===== src/rtl/uart_pkg.sv =====
// uart_pkg: shared FSM state encoding, parity constants and clog2 helper for the UART TX
package uart_pkg;
  localparam logic [2:0] IDLE   = 3'd0;
  localparam logic [2:0] START  = 3'd1;
  localparam logic [2:0] DATA   = 3'd2;
  localparam logic [2:0] PARITY = 3'd3;
  localparam logic [2:0] STOP   = 3'd4;
  localparam logic PAR_EVEN = 1'b0;
  localparam logic PAR_ODD  = 1'b1;
  function automatic int clog2(input int v);
    int r;
    r = 0;
    while ((1 << r) < v) r = r + 1;
    return r;
  endfunction
endpackage


===== src/rtl/uart_sync_fifo.sv =====
// uart_sync_fifo: single-clock FIFO with full/empty/level; pushes while full are dropped
module uart_sync_fifo
  import uart_pkg::*;
#(
  parameter int WIDTH = 8,
  parameter int DEPTH = 4
) (
  input  logic                      clk,
  input  logic                      rst,
  input  logic                      push,
  input  logic                      pop,
  input  logic [WIDTH-1:0]          din,
  output logic [WIDTH-1:0]          dout,
  output logic                      full,
  output logic                      empty,
  output logic [clog2(DEPTH):0]     level
);
  localparam int AW = clog2(DEPTH);
  logic [WIDTH-1:0] mem_q [DEPTH];
  logic [AW-1:0] wr_q, wr_d, rd_q, rd_d;
  logic [AW:0] level_q, level_d;
  logic push_ok, pop_ok;
  assign full  = level_q == (AW+1)'(DEPTH);
  assign empty = level_q == '0;
  assign level = level_q;
  assign dout  = mem_q[rd_q];
  always_comb begin
    push_ok = push && !full;
    pop_ok  = pop && !empty;
    wr_d    = wr_q + AW'(push_ok);
    rd_d    = rd_q + AW'(pop_ok);
    level_d = level_q + (AW+1)'(push_ok) - (AW+1)'(pop_ok);
  end
  always_ff @(posedge clk or posedge rst) begin
    if (rst) begin
      wr_q    <= '0;
      rd_q    <= '0;
      level_q <= '0;
    end else begin
      wr_q    <= wr_d;
      rd_q    <= rd_d;
      level_q <= level_d;
    end
  end
  always_ff @(posedge clk) begin
    if (push_ok) mem_q[wr_q] <= din;
  end
endmodule


===== src/rtl/uart_tx_fifo_param.sv =====
// uart_tx_fifo_param: FIFO-fed UART transmitter with prescaled bit timing, optional parity and 1/2 stop bits
module uart_tx_fifo_param
  import uart_pkg::*;
#(
  parameter int DATA_WIDTH     = 8,
  parameter int FIFO_DEPTH     = 4,
  parameter int PRESCALE_WIDTH = 16
) (
  input  logic                         CLK,
  input  logic                         RST,
  input  logic [DATA_WIDTH-1:0]        P_DATA,
  input  logic                         DATA_VALID,
  output logic                         READY,
  input  logic                         PAR_EN,
  input  logic                         PAR_TYP,
  input  logic                         STOP2,
  input  logic [PRESCALE_WIDTH-1:0]    PRESCALE,
  output logic                         TX_OUT,
  output logic                         Busy,
  output logic [clog2(FIFO_DEPTH):0]   FIFO_LEVEL
);
  localparam int BW = clog2(DATA_WIDTH);
  logic [2:0] state_q, state_d;
  logic [PRESCALE_WIDTH-1:0] cnt_q, cnt_d, pre_q, pre_d;
  logic [BW-1:0] bit_q, bit_d;
  logic [DATA_WIDTH-1:0] sh_q, sh_d, fifo_dout;
  logic par_en_q, par_en_d, stop2_q, stop2_d, par_bit_q, par_bit_d, tx_q, tx_d;
  logic fifo_full, fifo_empty, pop, tick;
  uart_sync_fifo #(.WIDTH(DATA_WIDTH), .DEPTH(FIFO_DEPTH)) u_fifo (
    .clk(CLK), .rst(RST), .push(DATA_VALID), .pop(pop), .din(P_DATA),
    .dout(fifo_dout), .full(fifo_full), .empty(fifo_empty), .level(FIFO_LEVEL)
  );
  assign READY  = !fifo_full;
  assign Busy   = state_q != IDLE;
  assign TX_OUT = tx_q;
  always_comb begin
    state_d   = state_q;
    cnt_d     = cnt_q;
    bit_d     = bit_q;
    sh_d      = sh_q;
    pre_d     = pre_q;
    par_en_d  = par_en_q;
    stop2_d   = stop2_q;
    par_bit_d = par_bit_q;
    pop       = 1'b0;
    tick      = cnt_q == pre_q;
    if (state_q != IDLE) cnt_d = tick ? '0 : cnt_q + 1'b1;
    case (state_q)
      IDLE:   pop = !fifo_empty;
      START:  if (tick) state_d = DATA;
      DATA: if (tick) begin
        sh_d  = sh_q >> 1;
        bit_d = bit_q + 1'b1;
        if (bit_q == BW'(DATA_WIDTH-1)) begin
          bit_d   = '0;
          state_d = par_en_q ? PARITY : STOP;
        end
      end
      PARITY: if (tick) state_d = STOP;
      STOP: if (tick) begin
        if (stop2_q && bit_q == '0) bit_d = BW'(1);
        else begin
          bit_d   = '0;
          state_d = IDLE;
          pop     = !fifo_empty;
        end
      end
      default: state_d = IDLE;
    endcase
    // a pop always starts a new frame and snapshots the config for its whole duration
    if (pop) begin
      state_d   = START;
      cnt_d     = '0;
      sh_d      = fifo_dout;
      pre_d     = PRESCALE;
      par_en_d  = PAR_EN;
      stop2_d   = STOP2;
      par_bit_d = (PAR_TYP == PAR_ODD) ? ~^fifo_dout : ^fifo_dout;
    end
    tx_d = (state_q == START) ? 1'b0 : (state_q == DATA) ? sh_q[0] : (state_q == PARITY) ? par_bit_q : 1'b1;
  end
  always_ff @(posedge CLK or posedge RST) begin
    if (RST) begin
      state_q   <= IDLE;
      cnt_q     <= '0;
      bit_q     <= '0;
      sh_q      <= '0;
      pre_q     <= '0;
      par_en_q  <= 1'b0;
      stop2_q   <= 1'b0;
      par_bit_q <= 1'b0;
      tx_q      <= 1'b1;
    end else begin
      state_q   <= state_d;
      cnt_q     <= cnt_d;
      bit_q     <= bit_d;
      sh_q      <= sh_d;
      pre_q     <= pre_d;
      par_en_q  <= par_en_d;
      stop2_q   <= stop2_d;
      par_bit_q <= par_bit_d;
      tx_q      <= tx_d;
    end
  end
endmodule


===== config.mk =====
export PLATFORM = sky130hd
export DESIGN_NAME = uart_tx_fifo_param
export DESIGN_NICKNAME = d
export VERILOG_FILES = /design/src/rtl/uart_pkg.sv /design/src/rtl/uart_sync_fifo.sv /design/src/rtl/uart_tx_fifo_param.sv
export SDC_FILE = /design/constraint.sdc
export NUM_CORES = 1
export LEC_CHECK = 0
export ABC_AREA = 1
export CAP_MARGIN = 20
export CORE_MARGIN = 3
export CORE_UTILIZATION = 45
export CTS_BUF_LIST = sky130_fd_sc_hd__clkbuf_2 sky130_fd_sc_hd__clkbuf_4 sky130_fd_sc_hd__clkbuf_8
export DETAILED_ROUTE_END_ITERATION = 8
export PLACE_DENSITY = 0.66
export SYNTH_ARGS = -nofsm -noshare
export SYNTH_HDL_FRONTEND = slang
export SYNTH_SLANG_ARGS = --single-unit

===== constraint.sdc =====
create_clock -name CLK -period 2.7 [get_ports CLK]
set_input_delay 0.54 -clock CLK [delete_from_list [all_inputs] [get_ports CLK]]
set_output_delay 0.54 -clock CLK [all_outputs]
set_load 0.01 [all_outputs]

After elaboration in Yosys (flattened, before gate mapping)
Memory sizes are Yosys's and may differ from the RTL's.
Index checks and enable logic that the tools add are counted.

storage, ports and cells
  bits in registers = 57
  memory bits (writable) = 32
  bits of input ports = 30
  word-level logic and storage cells = 82
  memories = 1

cells by class
  add/sub/neg operators = 6
  equal/unequal tests = 16
  muxes and demuxes = 29
  reduce and logical (&&, ||, !) cells = 18

memory list
  name          depth  bits a word  rd ports  clocked after memory_dff  write ports  RTL line              source
  u_fifo.mem_q  4      8            1         0                         1            uart_sync_fifo.sv:19  logic [WIDTH-1:0] mem_q [DEPTH];

operators with widths
  kind                     number
  $mux W16                 3
  $mux W3                  11
  $mux W8                  3
  $ne A3 B2 Y1 const B     6
  $add A16 B1 Y16 const B  1
  $eq A16 B16 Y1           1
  $pmux W3 S5              1
  $eq A3 B3 Y1 const B     3
  $logic_not A3 Y1         3
  $mux W1                  9
  $reduce_bool A2 Y1       4
  $reduce_xnor A8 Y1       1
  $reduce_xor A8 Y1        1
  $reduce_and A7 Y1        1
  $eq A3 B2 Y1 const B     2
  $pmux W3 S2              1
  $add A2 B1 Y2            2
  $ne A2 B2 Y1 const B     2
  $add A3 B1 Y3            1
  $add A3 B1 Y3 const B    1
  $eq A3 B1 Y1 const B     1
  $logic_and A1 B1 Y1      3
  $reduce_and A3 Y1        1
  $reduce_bool A3 Y1       1
  other kinds (5)          6

Depth between registers and ports, before layout
Gate-level depths: netlist of run 1.

  word-level depth = 7
  depth in mapped cells = 16
  depth with buffers taken out = 14

Modules after synthesis
From an unflattened synthesis of run 1, not the netlist that was laid out.

unflattened totals
  cell total of the unflattened synthesis = 524
  area total of the unflattened synthesis = 4466.8 µm²

modules (own cells, without submodules)
  module              times used  cells each  area each (µm²)  sequential area each (µm²)
  uart_tx_fifo_param  1           392         2834.0           1252.5
  uart_sync_fifo      1           132         1632.8           1136.1

Least setup slack after synthesis of run 1
Ideal clock, no wire load.

  path type = register to register
  start point = reg bit_q[0]
  end point = reg u_fifo.level_q[2], in the netlist u_fifo.level[2]
  arrival time = 2.267 ns
  required time = 2.571 ns
  setup slack = 0.305 ns
  cell stages (with the launch flop) = 15
  path buffers = 2
  period minus slack after synthesis = 2.395 ns
  cell sequence = dfrtp_1 inv_1 ha_1 nand2_1 o21ai_0 inv_1 nand4_2 nand2_2 buf_6 buf_6 ha_1 inv_1 ha_1 fa_1 xor2_1

between the ends
  longest elaborated chain between the ends = 7

ends and longest elaborated chain
  item                    RTL line                  source
  from (decl)             uart_tx_fifo_param.sv:25  logic [BW-1:0] bit_q, bit_d;
  from (signal assigned)  uart_tx_fifo_param.sv:96  bit_q <= bit_d;
  $logic_not A3 Y1        uart_tx_fifo_param.sv:61  if (stop2_q && bit_q == '0) bit_d = BW'(1);
  $logic_and A1 B1 Y1     uart_tx_fifo_param.sv:61
  $mux W1                 uart_tx_fifo_param.sv:61
  $mux W1                 uart_tx_fifo_param.sv:60  STOP: if (tick) begin
  $pmux W1 S2             uart_tx_fifo_param.sv:48  case (state_q)
  $logic_and A1 B1 Y1     uart_sync_fifo.sv:29      pop_ok = pop && !empty;
  $sub A3 B1 Y3           uart_sync_fifo.sv:32      level_d = level_q + (AW+1)'(push_ok) - (AW+1)'(pop_ok);
  via u_fifo.level_d[2]   uart_sync_fifo.sv:21      logic [AW:0] level_q, level_d;
  to (signal assigned)    uart_sync_fifo.sv:42      level_q <= level_d;
  to (decl)               uart_sync_fifo.sv:21

The timed path passes the listed nets, and every way through them passes these cells.
A chain may end at the register's enable or synchronous reset.

Worst setup path in the final report of run 1
Ends and elaborated chain as after synthesis.

==> out/summary.txt, run 1 <==
Status - finished, final reports clean
TNS Setup - 0 ps
Setup WS pre-CTS - 447 ps
Fin Clk Skew - 9.10 ps
Core ar. - 0.00937 mm^2
Setup violators final - 0
RR Endpoint - u_fifo.level[2]
Total GRT Usage - 17.1%
Post-CTS setup buffer count - 0
Clock Pin Slew Worst Setup and Hold Paths - 90 ps
ANT cells - 0
Num CTS Buffers - 9
Final WS setup - 439 ps
Layout area overhead - 15.8%
Period utilization - 83.7%
H-tree levels - 3
Avg Synthesized Cell Area - 8.71 um^2
Seq. cell area - 0.00239 mm^2
CP endpoint kind - flop
Pwr dens - 1070 mW/mm^2
Antenna-violating nets left - 0
TritonCTS Sinks - 89
Area occupied by multi-input gates - 0.00172 mm^2
Placer Congestion - 0.863
Vias in the first global route - 3208
Peak supply drop - 675 uV
Max Slew Vio Count - 0
Slew margin rel. - 58.3%
Remaining DRCs - 0
Nets@finish - 588
Worst-path fanout max - 3
Min Clock Period, post-route - 2260 ps
CTS Buffer Depth - 2
Highest clock rate - 442 MHz
Clk Latency, worst-skew pair - 370 ps
Register bit total from synthesis - 89
Die Area - 0.0110 mm^2
Clock root cell - clkbuf_8
CP max-delay cell - dfrtp_1
Final hold slack - 483 ps
CTS tree - done
Commonest non-fill, non-tap cell in the layout - nand2_1
Iter 0 DRT Violations - 143
Mean routed wirelength per cell - 13.0 um
Antenna violations before repair - 0
Worst path max stage delay - 410 ps
Min-Delay Path Depth - 2
DR vias - 3352
Router iterations before antenna repair - 4
Final WL - 8880 um
Register area share after synthesis - 54.2%
DR vias/cell - 4.91
Cell area after synthesis - 0.00441 mm^2
Fill cells - 896
Distinct cell type count after synthesis - 33
Worst path arrival time - 2510 ps
Final Hold Vio Count - 0
Port bufs - 35
Register-to-Register Path Depth - 12
R2R Path Start - bit_q[0]
HPWL Detailed - 6370 um
Worst Tran Pin Value - 625 ps
RSZ-0062 raised after global routing - no
Ports - 36
CTS Hold Bufs - 0
Mapped Cells - 506
Ys Warns - 0
GR Overflow Total - 0
Net Count, Synth - 545
Commonest non-fill, non-tap cells in the layout - nand2_1 (172), dfrtp_1 (56), nand3_1 (55)
Share of cells above drive strength 1 - 8.66%
Critical path class - flop to flop
WP data required - 2950 ps
Starting Density - 47.0%
End of the worst hold path - sh_q[7]
Leakage power - 2.44 nW
Core Rows - 35
Tot Pwr - 5.46 mW
Die H - 105 um
Max Cap Violations - 0
Crit path from - bit_q[0]
Largest net degree at the start of global routing - 31
First-pass GRT wire length - 15000 um
Worst setup SP type - flop
Worst hold start - sh_q[7]
Hold/Removal Path Class - flop to flop
R2r setup slk - 440 ps
CP Cell Sequence - inv_1 -> ha_1 -> nand2_1 -> o21ai_0 -> inv_1 -> nand4_2 -> nand2_2 -> ha_1 -> inv_1 -> ha_1 -> fa_1 -> xor2_1
Post-CTS Resized - 0
Die X-Extent - 105 um
==> synth_stat cells <==
library cell | count | share of area (%)
o31ai_1 | 1 | 0.17
nor2_4 | 1 | 0.26
nand4_1 | 2 | 0.28
buf_4 | 3 | 0.51
dfstp_2 | 1 | 0.60
nor3_1 | 14 | 1.6
nand4_2 | 1 | 0.28
buf_2 | 5 | 0.57
nor2_2 | 7 | 0.99
o21ai_1 | 3 | 0.34
nor2_8 | 1 | 0.45
dfrtp_1 | 56 | 32
buf_1 | 1 | 0.085
inv_1 | 51 | 4.3
xnor2_1 | 9 | 1.8
or2_0 | 1 | 0.14
nand2_1 | 172 | 15
nand2_4 | 1 | 0.26
buf_6 | 3 | 0.77
a31oi_1 | 3 | 0.43
nor4_1 | 2 | 0.28
a21oi_1 | 20 | 2.3
nand3_1 | 55 | 6.2
ha_1 | 8 | 2.3
inv_4 | 1 | 0.14
nand3b_1 | 1 | 0.17
edfxtp_1 | 32 | 22
inv_2 | 4 | 0.34
o21ai_0 | 6 | 0.68
xor2_1 | 12 | 2.4
nand2_2 | 5 | 0.71
nor2_1 | 23 | 2.0
fa_1 | 1 | 0.45
==> state kept, by name, indices dropped and copies added (netlist names), 2 cells and up <==
register / count
bit_q: 3
u_fifo.mem_q: 32
u_fifo.rd_q: 2
state_q: 3
sh_q: 8
u_fifo.wr_q: 2
u_fifo.level: 3
cnt_q: 16
pre_q: 16
==> report_power, final <==
part	total, mW	internal (mW)	switching, mW
Combinational	2.38	0.886	1.49
Clock	0.924	0.435	0.489
Sequential	2.16	1.83	0.326
==> worst max path at each step <==
stage,end,cells after the start,slack (ps)
finish,u_fifo.level[2],12,440
global route,u_fifo.level[2],11,350
CTS,u_fifo.level[2],12,450
detailed placement,u_fifo.level[2],12,450
global placement,u_fifo.level[2],12,550
floorplan,u_fifo.level[2],14,300
==> critical path, delay by kind of cell (launching register included) <==
kind                     cells  cell delay (ps)
buffers and inverters        3              200
flip-flops                   1              410
AO/OA/AOI/OAI                1              150
adder cells (fa/ha/maj)      4             1000
AND/OR/NAND/NOR              3              240
XOR/XNOR                     1              170
==> metal layers <==
metal  global-route usage (%)  share of wire, %
met4                     5.25               1.7
met5                        0                 0
met1                     22.0                45
met3                     5.62               5.5
met2                     27.4                47
==> final cells by class <==
type                    instances  share of cell area, %
flip-flops and latches         89                   46.8
multi-input cells             349                   33.7
inverters                      56                   4.17
clock buffers                   9                   2.43
well taps                     129                   3.16
repair buffers                 44                   8.19
clock inverters                 7                   1.54
==> cell families after synthesis <==
family	after synthesis	share of synthesized area [%]
AND/OR/NAND/NOR	286	28.3
buffers and inverters	68	6.76
AO/OA/AOI/OAI	33	3.89
XOR/XNOR	21	4.17
flip-flops	89	54.2
adder cells (fa/ha/maj)	9	2.73
==> through the flow <==
stage | area (um^2) | utilization [%] | cells
global placement | 4900 | 52.3 | 667
CTS | 5100 | 54.5 | 683
detailed placement | 4900 | 52.3 | 667
global route | 5100 | 54.5 | 683
finish | 5100 | 54.5 | 683
floorplan | 4410 | - | 506
No activity file was read; power rests on OpenSTA's default activity.
==> run 2, diff against run 1 <==
- clock period: 2.7 -> 2.24 ns (I/O delays scaled with it)
==> run 2 against run 1 <==
Utilization up 0.73 points. Via count up 0.30%. Sequential share of layout area down 0.62 points. Clock-buffer cell count unchanged. Clock power up 18%. Power up 22%. Non-clock buffer count up 5. Cell count up 0.73%. Global-route usage up 0.37 points. Worst setup slack worse by 310 ps. First-iteration DRC count down 6.3%. Critical endpoint unchanged. Largest cell class unchanged.
==> out/summary.txt, run 2 (same netlist as run 1, synthesis figures left out) <==
Status - finished, final reports clean
ANT cells - 0
Vias in the first global route - 3315
Worst Path Buf+Inv - 3
Crit path max-delay family - adder cells
HPWL Detailed - 6370 um
WP data required - 2500 ps
Total GRT Usage - 17.4%
Hold/Removal Path Class - primary input to async pin
Share of cells above drive strength 1 - 10.2%
Slew margin rel. - 65.7%
Final WL - 8960 um
Post-CTS Resized - 0
Die H - 105 um
Core ar. - 0.00937 mm^2
Tot Pwr - 6.67 mW
Core Rows - 35
Remaining DRCs - 0
CP endpoint kind - flop
Antenna-violating nets left - 0
Final Hold Vio Count - 0
Clock root cell - clkbuf_8
CP max-delay cell - dfrtp_1
Router iterations before antenna repair - 4
Highest clock rate - 475 MHz
Worst Tran Pin Value - 514 ps
Critical path class - flop to flop
Layout area overhead - 17.4%
Fill cells - 875
Placer Congestion - 0.839
Area occupied by multi-input gates - 0.00175 mm^2
Leakage power - 2.46 nW
Commonest non-fill, non-tap cells in the layout - nand2_1 (172), dfrtp_1 (56), nand3_1 (55)
Worst setup SP type - flop
Max Slew Vio Count - 0
Seq. cell area - 0.00239 mm^2
Clk Latency, worst-skew pair - 370 ps
Largest regs - u_fifo.mem_q x32, cnt_q x16, pre_q x16
Max FFs per register - 32
DR vias - 3362
Final hold slack - 419 ps
Ports - 36
CP Cell Sequence - inv_1 -> ha_1 -> nand2_1 -> o21ai_1 -> inv_1 -> nand4_2 -> nand2_2 -> ha_4 -> inv_2 -> ha_4 -> fa_2 -> xor2_1
Worst path arrival time - 2370 ps
Commonest non-fill, non-tap cell in the layout - nand2_1
Setup violators final - 0
GR Overflow Total - 0
Pwr dens - 1290 mW/mm^2
CTS tree - done
Antenna violations before repair - 0
Clock Pin Slew Worst Setup and Hold Paths - 100 ps
Fin Clk Skew - 8.50 ps
DR vias/cell - 4.89
Starting Density - 47.0%
Port bufs - 35
Nets@finish - 593
H-tree levels - 3
Min Clock Period, post-route - 2110 ps
TritonCTS Sinks - 89
Worst path max stage delay - 410 ps
RSZ-0062 raised after global routing - no
Num CTS Buffers - 9
Largest net degree at the start of global routing - 31
Mean routed wirelength per cell - 13.0 um
Worst-path fanout max - 3
CTS Buffer Depth - 2
Iter 0 DRT Violations - 134
Max Cap Violations - 0
Reg with most FFs - u_fifo.mem_q
Peak supply drop - 1000 uV
First-pass GRT wire length - 15600 um
Die Area - 0.0110 mm^2
Period utilization - 94.1%
Die X-Extent - 105 um
## run 2: changes by cell type in the layout (fill, tap and decap cells not counted), moves of 2 or more
cell,change
ha_1,-2
buf_4,+4
ha_4,+2
clkinv_4,-3
inv_6,+2
## run 2: layout make-up
type / instances / area share (%)
Sequential cell: 89 / 46.2
Multi-Input combinational cell: 349 / 33.8
Timing Repair Buffer: 49 / 9.04
Inverter: 56 / 4.11
Tap cell: 129 / 3.12
Clock buffer: 9 / 2.39
Clock inverter: 7 / 1.35
## run 2: final timing paths
check                         start               to  slack [ps]  cells past startpoint
min in group CLK            sh_q[7]          sh_q[7]         500                      2
hold / removal                  RST        pre_q[11]         420                      2
setup reg to reg           bit_q[0]  u_fifo.level[2]         130                     12
setup / recovery           bit_q[0]  u_fifo.level[2]         130                     12
max in group asynchronous       RST          stop2_q        1290                      3
hold reg to reg             sh_q[7]          sh_q[7]         500                      2
## run 2: repair_timing
action / 4_1_cts / 5_1_grt
endpoints found under the setup margin: 0 / 2
buffers inserted: 0 / 1
hold buffers: 0 / 0
## run 2: metal layers
metal | share of wire (%) | GRT usage [%]
met5 | 0 | 0
met4 | 0.86 | 4.97
met3 | 4.3 | 4.26
met2 | 47 | 27.6
met1 | 48 | 23.9
## run 2: report_power, final
part	leakage, nW	switching [mW]	internal, mW
Sequential	1.02	0.334	2.21
Combinational	1.35	1.89	1.13
Clock	0.0955	0.660	0.434
Total	2.46	2.89	3.78
## run 2: per-stage QoR
stage / cells / cell area (um^2) / worst slack (ps) / util (%) / TNS (ps)
global placement: 671 / 4970 / 109 / 53.1 / 0
detailed placement: 671 / 4970 / 82.9 / 53.1 / 0
floorplan: 506 / 4440 / -59.9 / - / -111
finish: 688 / 5170 / 133 / 55.2 / 0
CTS: 687 / 5170 / 65.8 / 55.1 / 0
global route: 688 / 5170 / 14.6 / 55.2 / 0
## run 2: worst reg2reg max path: stages, from the launching register on
cell and delay [ps]:
dfrtp_1 410, inv_1 80, ha_1 140, nand2_1 70
o21ai_1 110, inv_1 60, nand4_2 110, nand2_2 80
ha_4 270, inv_2 30, ha_4 150, fa_2 340
xor2_1 140
